### src/rtl/sipo_pkg.sv
// Shared types and helpers for the serial/parallel conversion blocks.
// Latency: n/a (package only).
// Backpressure: n/a (package only).
package sipo_pkg;

  // Order in which word bits travel on the serial line; shared with PISO variants.
  typedef enum logic {
    LSB_FIRST = 1'b0,
    MSB_FIRST = 1'b1
  } bit_order_e;

  // Bit counter width for a WIDTH-bit word: $clog2(WIDTH), never less than 1,
  // so a one-bit word still gets a (constant-zero) counter register.
  function automatic int cnt_w(input int width);
    int w;
    w = $clog2(width);
    if (w < 1) begin
      w = 1;
    end
    return w;
  endfunction

endpackage

### src/rtl/sipo_deserializer.sv
// Serial-to-parallel deserializer: gathers WIDTH accepted bits into one word.
// Latency: word visible on p_out/p_valid right after the edge accepting its last bit.
// Backpressure: one-entry holding register; a word completing while it is full is dropped and sets sticky overflow.
module sipo_deserializer
  import sipo_pkg::*;
#(
  parameter int unsigned WIDTH     = 4,
  parameter bit          MSB_FIRST = 1'b1
) (
  input  logic             clk,
  input  logic             rst,
  input  logic             serial_in,
  input  logic             serial_valid,
  input  logic             sync,
  output logic [WIDTH-1:0] p_out,
  output logic             p_valid,
  input  logic             p_ready,
  output logic             overflow,
  output logic             busy
);

  localparam int         CNT_W = cnt_w(int'(WIDTH));
  localparam bit_order_e ORDER = bit_order_e'(MSB_FIRST);
  localparam logic [CNT_W-1:0] LAST_CNT = CNT_W'(WIDTH - 1);

  logic [WIDTH-1:0] shift_q;
  logic [CNT_W-1:0] cnt_q;

  // sync clears the partial word first, so a bit accepted alongside it starts afresh.
  logic [WIDTH-1:0] shift_base;
  logic [CNT_W-1:0] cnt_base;
  logic [WIDTH-1:0] shift_nxt;
  logic             word_done;
  logic             xfer;
  logic             hold_free;

  // Build the post-shift word and the completion/handshake conditions for this edge.
  always_comb begin
    shift_base = sync ? '0 : shift_q;
    cnt_base   = sync ? '0 : cnt_q;
    // Full-width shifts keep WIDTH=1 legal: the new bit simply replaces the word.
    if (ORDER == sipo_pkg::MSB_FIRST) begin
      shift_nxt = (shift_base << 1) | WIDTH'(serial_in);
    end else begin
      shift_nxt = (shift_base >> 1) | (WIDTH'(serial_in) << (WIDTH - 1));
    end
    word_done = serial_valid && (cnt_base == LAST_CNT);
    xfer      = p_valid && p_ready;
    // Holding register can take a new word if empty or being drained on this edge.
    hold_free = !p_valid || p_ready;
  end

  // Shift register: takes accepted bits, is cleared by sync, holds across gaps.
  always_ff @(posedge clk) begin
    if (rst) begin
      shift_q <= '0;
    end else if (serial_valid) begin
      shift_q <= shift_nxt;
    end else if (sync) begin
      shift_q <= '0;
    end
  end

  // Bit counter: counts accepted bits of the current word and wraps on completion.
  always_ff @(posedge clk) begin
    if (rst) begin
      cnt_q <= '0;
    end else if (serial_valid) begin
      if (word_done) begin
        cnt_q <= '0;
      end else begin
        cnt_q <= cnt_base + CNT_W'(1);
      end
    end else begin
      cnt_q <= cnt_base;
    end
  end

  // Holding register: loads completed words, drains on handshake, flags drops.
  always_ff @(posedge clk) begin
    if (rst) begin
      p_out    <= '0;
      p_valid  <= 1'b0;
      overflow <= 1'b0;
    end else if (word_done) begin
      if (hold_free) begin
        p_out   <= shift_nxt;
        p_valid <= 1'b1;
      end else begin
        overflow <= 1'b1;
      end
    end else if (xfer) begin
      p_valid <= 1'b0;
    end
  end

  assign busy = (cnt_q != '0);

endmodule

### config.mk
export PLATFORM = sky130hd
export DESIGN_NAME = sipo_deserializer
export DESIGN_NICKNAME = d
export VERILOG_FILES = /design/src/rtl/sipo_pkg.sv /design/src/rtl/sipo_deserializer.sv
export SDC_FILE = /design/constraint.sdc
export NUM_CORES = 1
export LEC_CHECK = 0
export BUFFER_PORTS_ARGS = -buffer_cell sky130_fd_sc_hd__buf_2
export CAP_MARGIN = 10
export CORE_AREA = 2 2 39 41
export CTS_BUF_LIST = sky130_fd_sc_hd__clkbuf_2 sky130_fd_sc_hd__clkbuf_4 sky130_fd_sc_hd__clkbuf_8
export CTS_CLUSTER_SIZE = 30
export DETAILED_ROUTE_END_ITERATION = 8
export DIE_AREA = 0 0 41 43
export SETUP_SLACK_MARGIN = 0.2
export SLEW_MARGIN = 10
export SYNTH_ARGS = -nofsm -noshare
export SYNTH_HDL_FRONTEND = slang
export SYNTH_SLANG_ARGS = --single-unit
### constraint.sdc
create_clock -name clk -period 2.2 [get_ports clk]
set_input_delay 0.22 -clock clk [delete_from_list [all_inputs] [get_ports clk]]
set_output_delay 0.22 -clock clk [all_outputs]
set_load 0.01 [all_outputs]
=== Yosys cells after proc, flatten, opt, wreduce, memory -nomap -nowiden ===
Index checks and enable logic that the tools add are counted.

* Latch bits: 0
* Memories kept: 0
* Logic and storage cells: 27
* Register bits after elaboration: 11
* Output and inout bits: 7
* Bits in read-only memories: 0
* RAM bits: 0

* Bitwise operators: 2
* Equal/unequal tests: 2
* Multipliers: 0
* Reduce and logical (&&, ||, !) cells: 9
* Magnitude comparators: 0
* Shifts and indexed selects: 0
* Divide/modulo/power cells: 0
* $add $sub $neg: 1
* Muxes and demuxes: 8

{| class="wikitable"
|+ Operators by type and width
! operator !! number
|-
| 2-bit two-way mux || 3
|-
| 3-bit two-way mux || 2
|-
| 2-bit AND reduction || 3
|-
| 4-bit by 1-bit bitwise OR with 4-bit output || 1
|-
| 2-bit nonzero test || 2
|-
| 1-bit two-way mux || 3
|-
| 2-bit by 1-bit adder with 2-bit output, second input constant || 1
|-
| 2-bit == test, second input constant || 1
|-
| 1-bit logical AND || 2
|-
| 2-bit by 1-bit inequality test with 1-bit output, second input constant || 1
|-
| 1-bit zero test || 1
|-
| 1-bit logical OR || 1
|-
| 1-bit inverter || 1
|}

=== Depth between registers and ports, before layout ===
Gate-level depths: netlist of the first run.

* Depth after elaboration: 5
* Mapped depth: 5
* Mapped depth without buffers: 5

=== Worst setup path before layout of the first run ===
No wires, ideal clock.

* Path kind: reg-to-reg
* From: reg cnt_q[0]
* To: reg p_out[3]
* Buffers on the path: 0
* Library setup time: 0.071 ns
* Stages on the path, launching flop included: 6
* Arrival: 1.387 ns
* Period minus slack after synthesis: 1.457 ns
* Path slack: 0.743 ns
* Path through: dfxtp_1 nor2b_1 ha_1 nand2_4 or4b_1 a21oi_1

* Cells in the longest elaborated chain, start to end: 4

{| class="wikitable"
|+ RTL lines
! item !! RTL line !! text
|-
| start: declaration || sipo_deserializer.sv:27 || <nowiki>logic [CNT_W-1:0] cnt_q;</nowiki>
|-
| start signal: assignment || sipo_deserializer.sv:72 || <nowiki>cnt_q <= cnt_base + CNT_W'(1);</nowiki>
|-
| start signal: assignment || sipo_deserializer.sv:75 || <nowiki>cnt_q <= cnt_base;</nowiki>
|-
| 2-bit two-way mux || sipo_deserializer.sv:40 || <nowiki>cnt_base = sync ? '0 : cnt_q;</nowiki>
|-
| 2-bit == test || sipo_deserializer.sv:47 || <nowiki>word_done = serial_valid && (cnt_base == LAST_CNT);</nowiki>
|-
| 1-bit logical AND || sipo_deserializer.sv:47 ||
|-
| 2-bit AND reduction (no line) || - ||
|-
| end signal: assignment || sipo_deserializer.sv:87 || <nowiki>p_out <= shift_nxt;</nowiki>
|-
| end: declaration || sipo_deserializer.sv:15 || <nowiki>output logic [WIDTH-1:0] p_out,</nowiki>
|}

Every way passes these cells.
A chain may end at the register's enable or synchronous reset.

=== Worst setup path after layout of the first run ===
Same ends and word-level chain as after synthesis.

==> results of run 1 <==
state kept, by name, summed over array words and instances (netlist names):
register,count
overflow,1
cnt_q,2
p_valid,1
p_out,4
shift_q,3
cells in the mapped netlist (all sizes together), types with 2 or more instances:
cell and instances:
dfxtp 11, nor3 2, nand2b 2, mux2i 2
a21oi 7, nor2 3, or4b 3, nor2b 3
o21ai 4
layout make-up:
class	instances	area, µm²	area share
multi-input combinational	34	224	0.404
timing repair buffer	12	60.1	0.108
sequential	11	220	0.397
tap	16	20.0	0.0361
clock buffer	4	30.0	0.0542
critical path, delay by kind of cell, from the launching register on:
kind	cells	cell delay, ns
DFF	1	0.32
AOI/OAI and AO/OA	1	0.15
and+or+nand+nor	3	0.79
adders and majority gates	1	0.29
stage by stage:
stage	total power, W	hold WS (ns)	std cells
2_1_floorplan	0.000225	0.297	47
3_3_place_gp	0.000233	0.454	73
3_5_place_dp	0.000234	0.466	73
4_1_cts	0.000382	0.198	77
5_1_grt	0.000402	0.224	77
6_report	0.000378	0.205	77
path summary, 6_finish.rpt:
path | startpoint | to | slack [ns]
worst max-delay path | cnt_q[0] | p_out[3] | 0.59
worst min register to register | p_out[2] | p_out[2] | 0.47
worst max register to register | cnt_q[0] | p_out[3] | 0.59
worst min-delay path | serial_in | shift_q[0] | 0.21
power by group:
part,leakage (nW),internal [W],switching (W)
Clock,0.0184,0.0000825,0.0000660
Sequential,0.0891,0.000202,0.00000144
Combinational,0.127,0.0000113,0.0000142
Total,0.235,0.000296,0.0000817
cells by family after synthesis:
| family | count (synthesis) | synth area share |
|---|---|---|
| simple gates | 18 | 0.264 |
| compound gates | 12 | 0.134 |
| mux | 2 | 0.0436 |
| xor+xnor | 1 | 0.0191 |
| flops | 11 | 0.480 |
| buf+inv | 2 | 0.0327 |
| fa+ha+maj | 1 | 0.0272 |
routing by layer:
metal / vias to the layer above / routed length [µm] / part of all wire / track usage
li1: 200 / - / - / -
met1: 175 / 412 / 0.50 / 0.175
met2: 10 / 372 / 0.45 / 0.131
met3: 0 / 40 / 0.048 / 0.0209
met4: 0 / 0 / 0 / 0.120
met5: - / 0 / 0 / 0
==> metrics.cfg, run 1 <==
[critical_path]
cp-start-kind=flip-flop
critPathMaxFanout=8
slowest_stage=or4b_1
crit_type=flip-flop to flip-flop
cp-end-kind=flip-flop
rr_worst_depth=5
cp.arrival_ns=1.81
crit_required_ns=2.40
slowest_delay_ns=0.49
path_cells=nor2b_1 > ha_1 > nand2_4 > or4b_1 > a21oi_1

[route]
viasPerCell=5.00
drt_iter0_drc=11
first_pass_iters=4
drtAntennaViolNets=0
wire_per_inst_um=10.7
vias=385
wl_um=825
drc_errors=0

[cells_and_area]
fin_area_um2=554
drive_gt1_frac=0.295
mostFrequentLayoutCell=buf_2
nFillCells=145
antennaDiodeCount=0
most-common-layout-cells=buf_2 (12), dfxtp_1 (11), a21oi_1 (7), o21ai_0 (4), clkbuf_4 (4)
nets=69
syn_to_final_growth_pct=20.7
fin_util=0.401

[synth]
synthTopCellsByArea=dfxtp_1 (48%), a21oi_1 (7.6%), or4b_1 (6.5%)
seq_area_frac_synth=0.480
yosysTopAreaCellShare=0.480
synthesis.area_um2=459
yosysTopAreaCell=dfxtp_1
ys_warn_count=0
yosysUniqueCellTypes=19
synth_nets=54
synth_flop_cell=dfxtp_1
postSynthCellCount=47
postSynthAreaPerCell_um2=9.77
synth_edf_count=0
synthArstFlopShare=0
ys_seq_elements=11

[clock_tree]
cts_buffer_depth=2
htree_levels=1
cts_resized=0
hold_buffers=0
cts_setup_buffers=0
clkSinkCount=11
clk_pin_slew_worst_paths_ns=0.07
insertion_delay_ns=0.27
cts_buffers=3
cts_tree=built
root_buffer=clkbuf_4

[global_routing]
first_global_vias=312
grt_pass1_wl_um=1380
globalRouteOverflowTotal=0
grt_max_degree=12
track_usage=0.119
antenna_found_initial=0

[power]
power_density_nw_per_um2=681
power_leakage_nw=0.235
ir_worst_vdd_mv=0.256

[placed_design]
gp_congestion=0.675
io_buffers=12
place_area_um2=524
dpl.hpwl_um=590
post-place-ws_ns=0.542

[min_path]
min_path_cells=3
hold_class=primary input to flip-flop

[timing]
fin_ws_ns=0.591
max-slew-margin-rel=0.724
fin_skew_ns=0.00216
finalSetupTns_ns=0
min_period_ns=1.61
final-hold-violation-count=0
worstMarginPinSlew_ns=0.413
fmax_ghz=0.622
finalSetupViolations=0
period_share=0.731
rsz0062_at_grt=false
slew_violations=0

[floorplan]
die_area_um2=1760
die_w_um=41
die_y_um=43
ios=13
row_count=14
core_region_area_um2=1380
initial_core_util=0.332

[job]
maxCapViolations=0

[outcome]
status=finished clean

(Power assumes the default switching activity.)
==> run 2, diff against run 1 <==
==> constraint.sdc (replaced) <==
create_clock -name clk -period 1.6 [get_ports clk]
set_input_delay 0.16 -clock clk [delete_from_list [all_inputs] [get_ports clk]]
set_output_delay 0.16 -clock clk [all_outputs]
set_load 0.01 [all_outputs]
==> run 2 against run 1 <==
First-iteration DRC count shrank 36%. Global-route usage up 2.5 points. Clock skew down 0.0014 ns. Via count up 5.7%. Clock power grew 40%. Total power increased by 42%. Sequential share of layout area down 4.3 points. Sequential power up 38%. Final area increased by 14%. Largest cell class unchanged.
==> metrics.cfg, run 2 (synthesis gave the netlist of run 1 again) <==
[clock_tree]
cts_buffer_depth=2  ; unchanged
clk_pin_slew_worst_paths_ns=0.07  ; about the same
cts_buffers=3  ; unchanged
root_buffer=clkbuf_4  ; unchanged
hold_buffers=0  ; unchanged
cts_tree=built  ; unchanged
htree_levels=1  ; unchanged
insertion_delay_ns=0.27  ; about the same
clkSinkCount=11  ; unchanged

[cells_and_area]
largest_reg_flops=4  ; unchanged
top_regs=p_out: 4 flops, shift_q: 3 flops, cnt_q: 2 flops  ; unchanged
multi_input_area_um2=259  ; was 224 µm²
syn_to_final_growth_pct=37.1  ; was 20.7%
drive_gt1_frac=0.455  ; was 0.295
nets=74  ; was 69
final_cells=82  ; was 77
seq_area_um2=223  ; was 220 µm²
nFillCells=142  ; was 145
antennaDiodeCount=0  ; unchanged
fin_util=0.455  ; was 0.401
most-common-layout-cells=buf_2 (12), dfxtp_1 (9), a21oi_1 (6), buf_4 (5)  ; was buf_2 (12), dfxtp_1 (11), a21oi_1 (7), o21ai_0 (4), clkbuf_4 (4)
mostFrequentLayoutCell=buf_2  ; unchanged
largest-register=p_out  ; unchanged
fin_area_um2=629  ; was 554 µm²

[critical_path]
cp.arrival_ns=1.61  ; was 1.81 ns
crit_type=flip-flop to flip-flop  ; unchanged
crit_required_ns=1.81  ; was 2.40 ns
path_cells=nor2b_4 > ha_4 > nand2_4 > or4b_1 > a21oi_1  ; was nor2b_1 > ha_1 > nand2_4 > or4b_1 > a21oi_1
path_buf_inv=0  ; unchanged
critPathMaxFanout=7  ; was 8
slowest_delay_ns=0.47  ; was 0.49 ns
crit_family=simple AND/OR/NAND/NOR gates  ; unchanged
cp-end-kind=flip-flop  ; unchanged
cp-start-kind=flip-flop  ; unchanged
slowest_stage=or4b_1  ; unchanged

[global_routing]
track_usage=0.143  ; was 0.119
antenna_found_initial=0  ; unchanged
globalRouteOverflowTotal=0  ; unchanged
grt_pass1_wl_um=1640  ; was 1380 µm
first_global_vias=378  ; was 312
grt_max_degree=12  ; unchanged

[power]
p_int_w=0.000414  ; was 0.000296 W
power_leakage_nw=0.263  ; was 0.235 nW
seqPwrFrac=0.525  ; was 0.539
p_sw_frac=0.226  ; was 0.216
switchingPower_w=0.000121  ; was 0.0000817 W
pwr-share-clk=0.390  ; was 0.393
combinationalPowerShare=0.085  ; was 0.068
power_density_nw_per_um2=850  ; was 681 nW/µm²
ir_worst_vdd_mv=0.332  ; was 0.256 mV

[floorplan]
die_y_um=43  ; unchanged
ios=13  ; unchanged
row_count=14  ; unchanged
die_area_um2=1760  ; unchanged
core_region_area_um2=1380  ; unchanged
initial_core_util=0.332  ; unchanged
die_w_um=41  ; unchanged

[route]
wire_per_inst_um=12.1  ; was 10.7 µm
wl_um=990  ; was 825 µm
drc_errors=0  ; unchanged
vias=407  ; was 385
viasPerCell=4.96  ; was 5.00
first_pass_iters=2  ; was 4
drtAntennaViolNets=0  ; unchanged
drt_iter0_drc=7  ; was 11

[timing]
slew_violations=0  ; unchanged
final-hold-violation-count=0  ; unchanged
rsz0062_at_grt=true  ; was false
max-slew-margin-rel=0.688  ; was 0.724
min_period_ns=1.40  ; was 1.61 ns
worstMarginPinSlew_ns=0.467  ; was 0.413 ns
finalSetupViolations=0  ; unchanged
fmax_ghz=0.714  ; was 0.622 GHz
fin_skew_ns=0.000801  ; was 0.00216 ns
finalSetupTns_ns=0  ; unchanged
period_share=0.875  ; was 0.731

[placed_design]
place_inst=73  ; unchanged
io_buffers=12  ; unchanged
gp_congestion=0.696  ; was 0.675
place_area_um2=532  ; was 524 µm²

[min_path]
hold_class=primary input to flip-flop  ; unchanged

[outcome]
status=finished clean  ; unchanged

[job]
maxCapViolations=0  ; unchanged

run 2: layout make-up:
type,count,share of cell area
Tap cell,16,0.0318
Sequential cell,11,0.354
Clock buffer,4,0.0477
Timing Repair Buffer,17,0.155
Multi-Input combinational cell,34,0.412
run 2: final timing paths:
kind	start	endpoint	slack (ns)	depth (start not counted)
setup / recovery	cnt_q[1]	p_out[1]	0.20	5
hold / removal	serial_in	shift_q[0]	0.14	3
setup reg to reg	cnt_q[1]	p_out[1]	0.20	5
hold reg to reg	p_out[0]	p_out[0]	0.48	2
run 2: metal layers:
metal / wire (µm) / part of all wire / GRT usage / vias to the layer above
li1: - / - / - / 209
met1: 435 / 0.44 / 0.170 / 185
met2: 485 / 0.49 / 0.197 / 9
met3: 37 / 0.037 / 0.0314 / 4
met4: 31 / 0.031 / 0.140 / 0
met5: 0 / 0 / 0 / -
run 2: tightest hold or removal path, cell delays in order:
cell and delay (ns):
buf_2 0.09, a21oi_1 0.05, nor2_1 0.07
run 2: power groups by stage:
stage | logic (W) | clock network (W) | registers (W)
2_1_floorplan | 0.0000249 | 0 | 0.000286
3_3_place_gp | 0.0000359 | 0 | 0.000286
3_5_place_dp | 0.0000362 | 0 | 0.000287
4_1_cts | 0.0000423 | 0.000219 | 0.000281
5_1_grt | 0.0000502 | 0.000226 | 0.000281
6_report | 0.0000453 | 0.000209 | 0.000281
run 2: repair_timing:
action	in CTS	in global routing
setup buffers	2	3
hold endpoints to repair	0	0
resized for setup	6	1
pin swaps	3	2
setup endpoints to repair	3	3
run 2: per-stage QoR:
stage	hold WS, ns	worst slack, ns	power (W)
finish	0.139	0.200	0.000535
global route	0.171	0.169	0.000558
CTS	0.137	0.204	0.000542
detailed placement	0.424	0.0741	0.000323
global placement	0.417	0.106	0.000322
floorplan	0.237	0.212	0.000311
==> run 3, diff against run 2 <==
--- a/config.mk
+++ b/config.mk
@@ -12,6 +12,8 @@
 export CTS_CLUSTER_SIZE = 30
 export DETAILED_ROUTE_END_ITERATION = 8
 export DIE_AREA = 0 0 41 43
+export GPL_ROUTABILITY_DRIVEN = 0
+export RECOVER_POWER = 100
 export SETUP_SLACK_MARGIN = 0.2
 export SLEW_MARGIN = 10
 export SYNTH_ARGS = -nofsm -noshare
==> constraint.sdc (replaced) <==
create_clock -name clk -period 1.3 [get_ports clk]
set_input_delay 0.13 -clock clk [delete_from_list [all_inputs] [get_ports clk]]
set_output_delay 0.13 -clock clk [all_outputs]
set_load 0.01 [all_outputs]
==> run 3 against run 2 <==
The flow now finishes with violations (setup timing). Wire length up 2.4%. Register-to-register slack worse by 0.27 ns. Die area unchanged. Non-clock buffer count up 7. Global-route usage about the same. Sequential cell count unchanged. Critical path depth unchanged. Clock skew up 0.0069 ns. Total power up 26%. First-iteration DRC count down 57%. Sequential share of layout area down 3.7 points. Critical endpoint unchanged. Cell count up 8.5%. Critical path type unchanged.
==> metrics.cfg, run 3 (synthesis gave the netlist of run 1 again) <==
[outcome]
status=finished with violations  ; was finished clean
violations=setup timing

[floorplan]
ios=13  ; unchanged
die_y_um=43  ; unchanged
die_w_um=41  ; unchanged
initial_core_util=0.332  ; unchanged
core_region_area_um2=1380  ; unchanged
row_count=14  ; unchanged
die_area_um2=1760  ; unchanged

[global_routing]
globalRouteOverflowTotal=0  ; unchanged
track_usage=0.144  ; was 0.143
antenna_found_initial=0  ; unchanged
first_global_vias=418  ; was 378
grt_max_degree=12  ; unchanged
grt_pass1_wl_um=1660  ; was 1640 µm

[cells_and_area]
largest_reg_flops=4  ; unchanged
nFillCells=145  ; was 142
fin_util=0.507  ; was 0.455
drive_gt1_frac=0.493  ; was 0.455
syn_to_final_growth_pct=52.9  ; was 37.1%
nets=81  ; was 74
largest-register=p_out  ; unchanged
top_regs=p_out: 4 flops, shift_q: 3 flops, cnt_q: 2 flops  ; unchanged
fin_area_um2=702  ; was 629 µm²
mostFrequentLayoutCell=buf_4  ; was buf_2
most-common-layout-cells=buf_4 (11), dfxtp_1 (9), clkbuf_1 (6), buf_2 (5)  ; was buf_2 (12), dfxtp_1 (9), a21oi_1 (6), buf_4 (5)
antennaDiodeCount=0  ; unchanged

[placed_design]
place_area_um2=604  ; was 532 µm²
io_buffers=12  ; unchanged
dpl.hpwl_um=686

[timing]
final-hold-violation-count=0  ; unchanged
slew_violations=0  ; unchanged
fin_ws_ns=-0.0748  ; was 0.200 ns
min_period_ns=1.37  ; was 1.40 ns
finalSetupTns_ns=-0.202  ; was 0 ns
rsz0062_at_grt=true  ; unchanged
fin_skew_ns=0.00765  ; was 0.000801 ns
finalSetupViolations=3  ; was 0
fmax_ghz=0.727  ; was 0.714 GHz
period_share=1.06  ; was 0.875
hold_slack_ns=0.123  ; was 0.139 ns
max-slew-margin-rel=0.790  ; was 0.688
worstMarginPinSlew_ns=0.314  ; was 0.467 ns

[critical_path]
critPathMaxFanout=5  ; was 7
cp.arrival_ns=1.58  ; was 1.61 ns
path_cells=nor2b_4 > ha_4 > nand2_4 > or4b_1 > a21oi_1  ; unchanged
slowest_stage=or4b_1  ; unchanged
crit_required_ns=1.50  ; was 1.81 ns
cp-end-kind=flip-flop  ; unchanged
cp-start-kind=flip-flop  ; unchanged
rr_worst_depth=5  ; unchanged
slowest_delay_ns=0.47  ; about the same
crit_type=flip-flop to flip-flop  ; unchanged
r2r_slack_ns=-0.07  ; was 0.20 ns

[power]
p_int_w=0.000519  ; was 0.000414 W
switchingPower_w=0.000156  ; was 0.000121 W
power_density_nw_per_um2=961  ; was 850 nW/µm²
ir_worst_vdd_mv=0.378  ; was 0.332 mV
power_leakage_nw=0.274  ; was 0.263 nW
p_sw_frac=0.231  ; was 0.226
seqPwrFrac=0.513  ; was 0.525
combinationalPowerShare=0.102  ; was 0.085
pwr-share-clk=0.385  ; was 0.390

[route]
viasPerCell=4.80  ; was 4.96
vias=427  ; was 407
wire_per_inst_um=11.4  ; was 12.1 µm
drt_iter0_drc=3  ; was 7
drtAntennaViolNets=0  ; unchanged
drc_errors=0  ; unchanged
first_pass_iters=4  ; was 2
wl_um=1010  ; was 990 µm

[clock_tree]
cts_tree=built  ; unchanged
hold_buffers=0  ; unchanged
cts_buffer_depth=2  ; unchanged
root_buffer=clkbuf_4  ; unchanged
clk_pin_slew_worst_paths_ns=0.08  ; was 0.07 ns
htree_levels=1  ; unchanged
clkSinkCount=11  ; unchanged
cts_buffers=3  ; unchanged
insertion_delay_ns=0.27  ; about the same

[min_path]
hold_class=primary input to flip-flop  ; unchanged
min_path_cells=3  ; unchanged

[job]
maxCapViolations=0  ; unchanged

run 3: through the flow:
stage               instances  power (W)  setup WS, ns
finish                     89   0.000675       -0.0748
global route               89   0.000715        -0.158
CTS                        88   0.000682       -0.0654
detailed placement         80   0.000412       -0.0672
global placement           80   0.000411       -0.0583
floorplan                  47   0.000386      -0.00692
run 3: power by group through the flow:
| stage | clock network [W] | registers (W) | logic, W |
|---|---|---|---|
| finish | 0.000260 | 0.000346 | 0.0000686 |
| CTS | 0.000270 | 0.000346 | 0.0000663 |
| floorplan | 0 | 0.000352 | 0.0000339 |
| detailed placement | 0 | 0.000353 | 0.0000589 |
| global placement | 0 | 0.000353 | 0.0000586 |
| global route | 0.000293 | 0.000347 | 0.0000747 |
run 3: area by class of cell:
cell class                 instances  area (µm²)  share of cell area
clock buffer                       4        30.0              0.0428
sequential                        11         223               0.317
tap                               16        20.0              0.0285
multi-input combinational         34         277               0.394
timing repair buffer              24         153               0.217
run 3: worst max-delay path, delay by kind of cell (launching register included):
| kind | cells | cell delay [ns] |
|---|---|---|
| AO/OA/AOI/OAI | 1 | 0.13 |
| adder cells (fa/ha/maj) | 1 | 0.15 |
| AND/OR/NAND/NOR | 3 | 0.68 |
| flip-flops | 1 | 0.34 |
run 3: worst paths after layout:
check	from	endpoint
setup reg to reg	cnt_q[0]	p_out[1]
hold reg to reg	p_out[1]	p_out[1]
setup / recovery	cnt_q[0]	p_out[1]
hold / removal	serial_in	shift_q[0]
run 3: layer usage:
layer,track usage,vias to the layer above,share of wire
met5,0,-,0
met4,0.127,0,0.015
met3,0.0366,2,0.026
met2,0.200,7,0.47
met1,0.171,196,0.49
li1,-,222,-
run 3: repair_timing:
item	4_1_cts	5_1_grt
pin swaps	2	1
buffers inserted	4	1
resized for setup	5	7
endpoints found under the setup margin	6	8
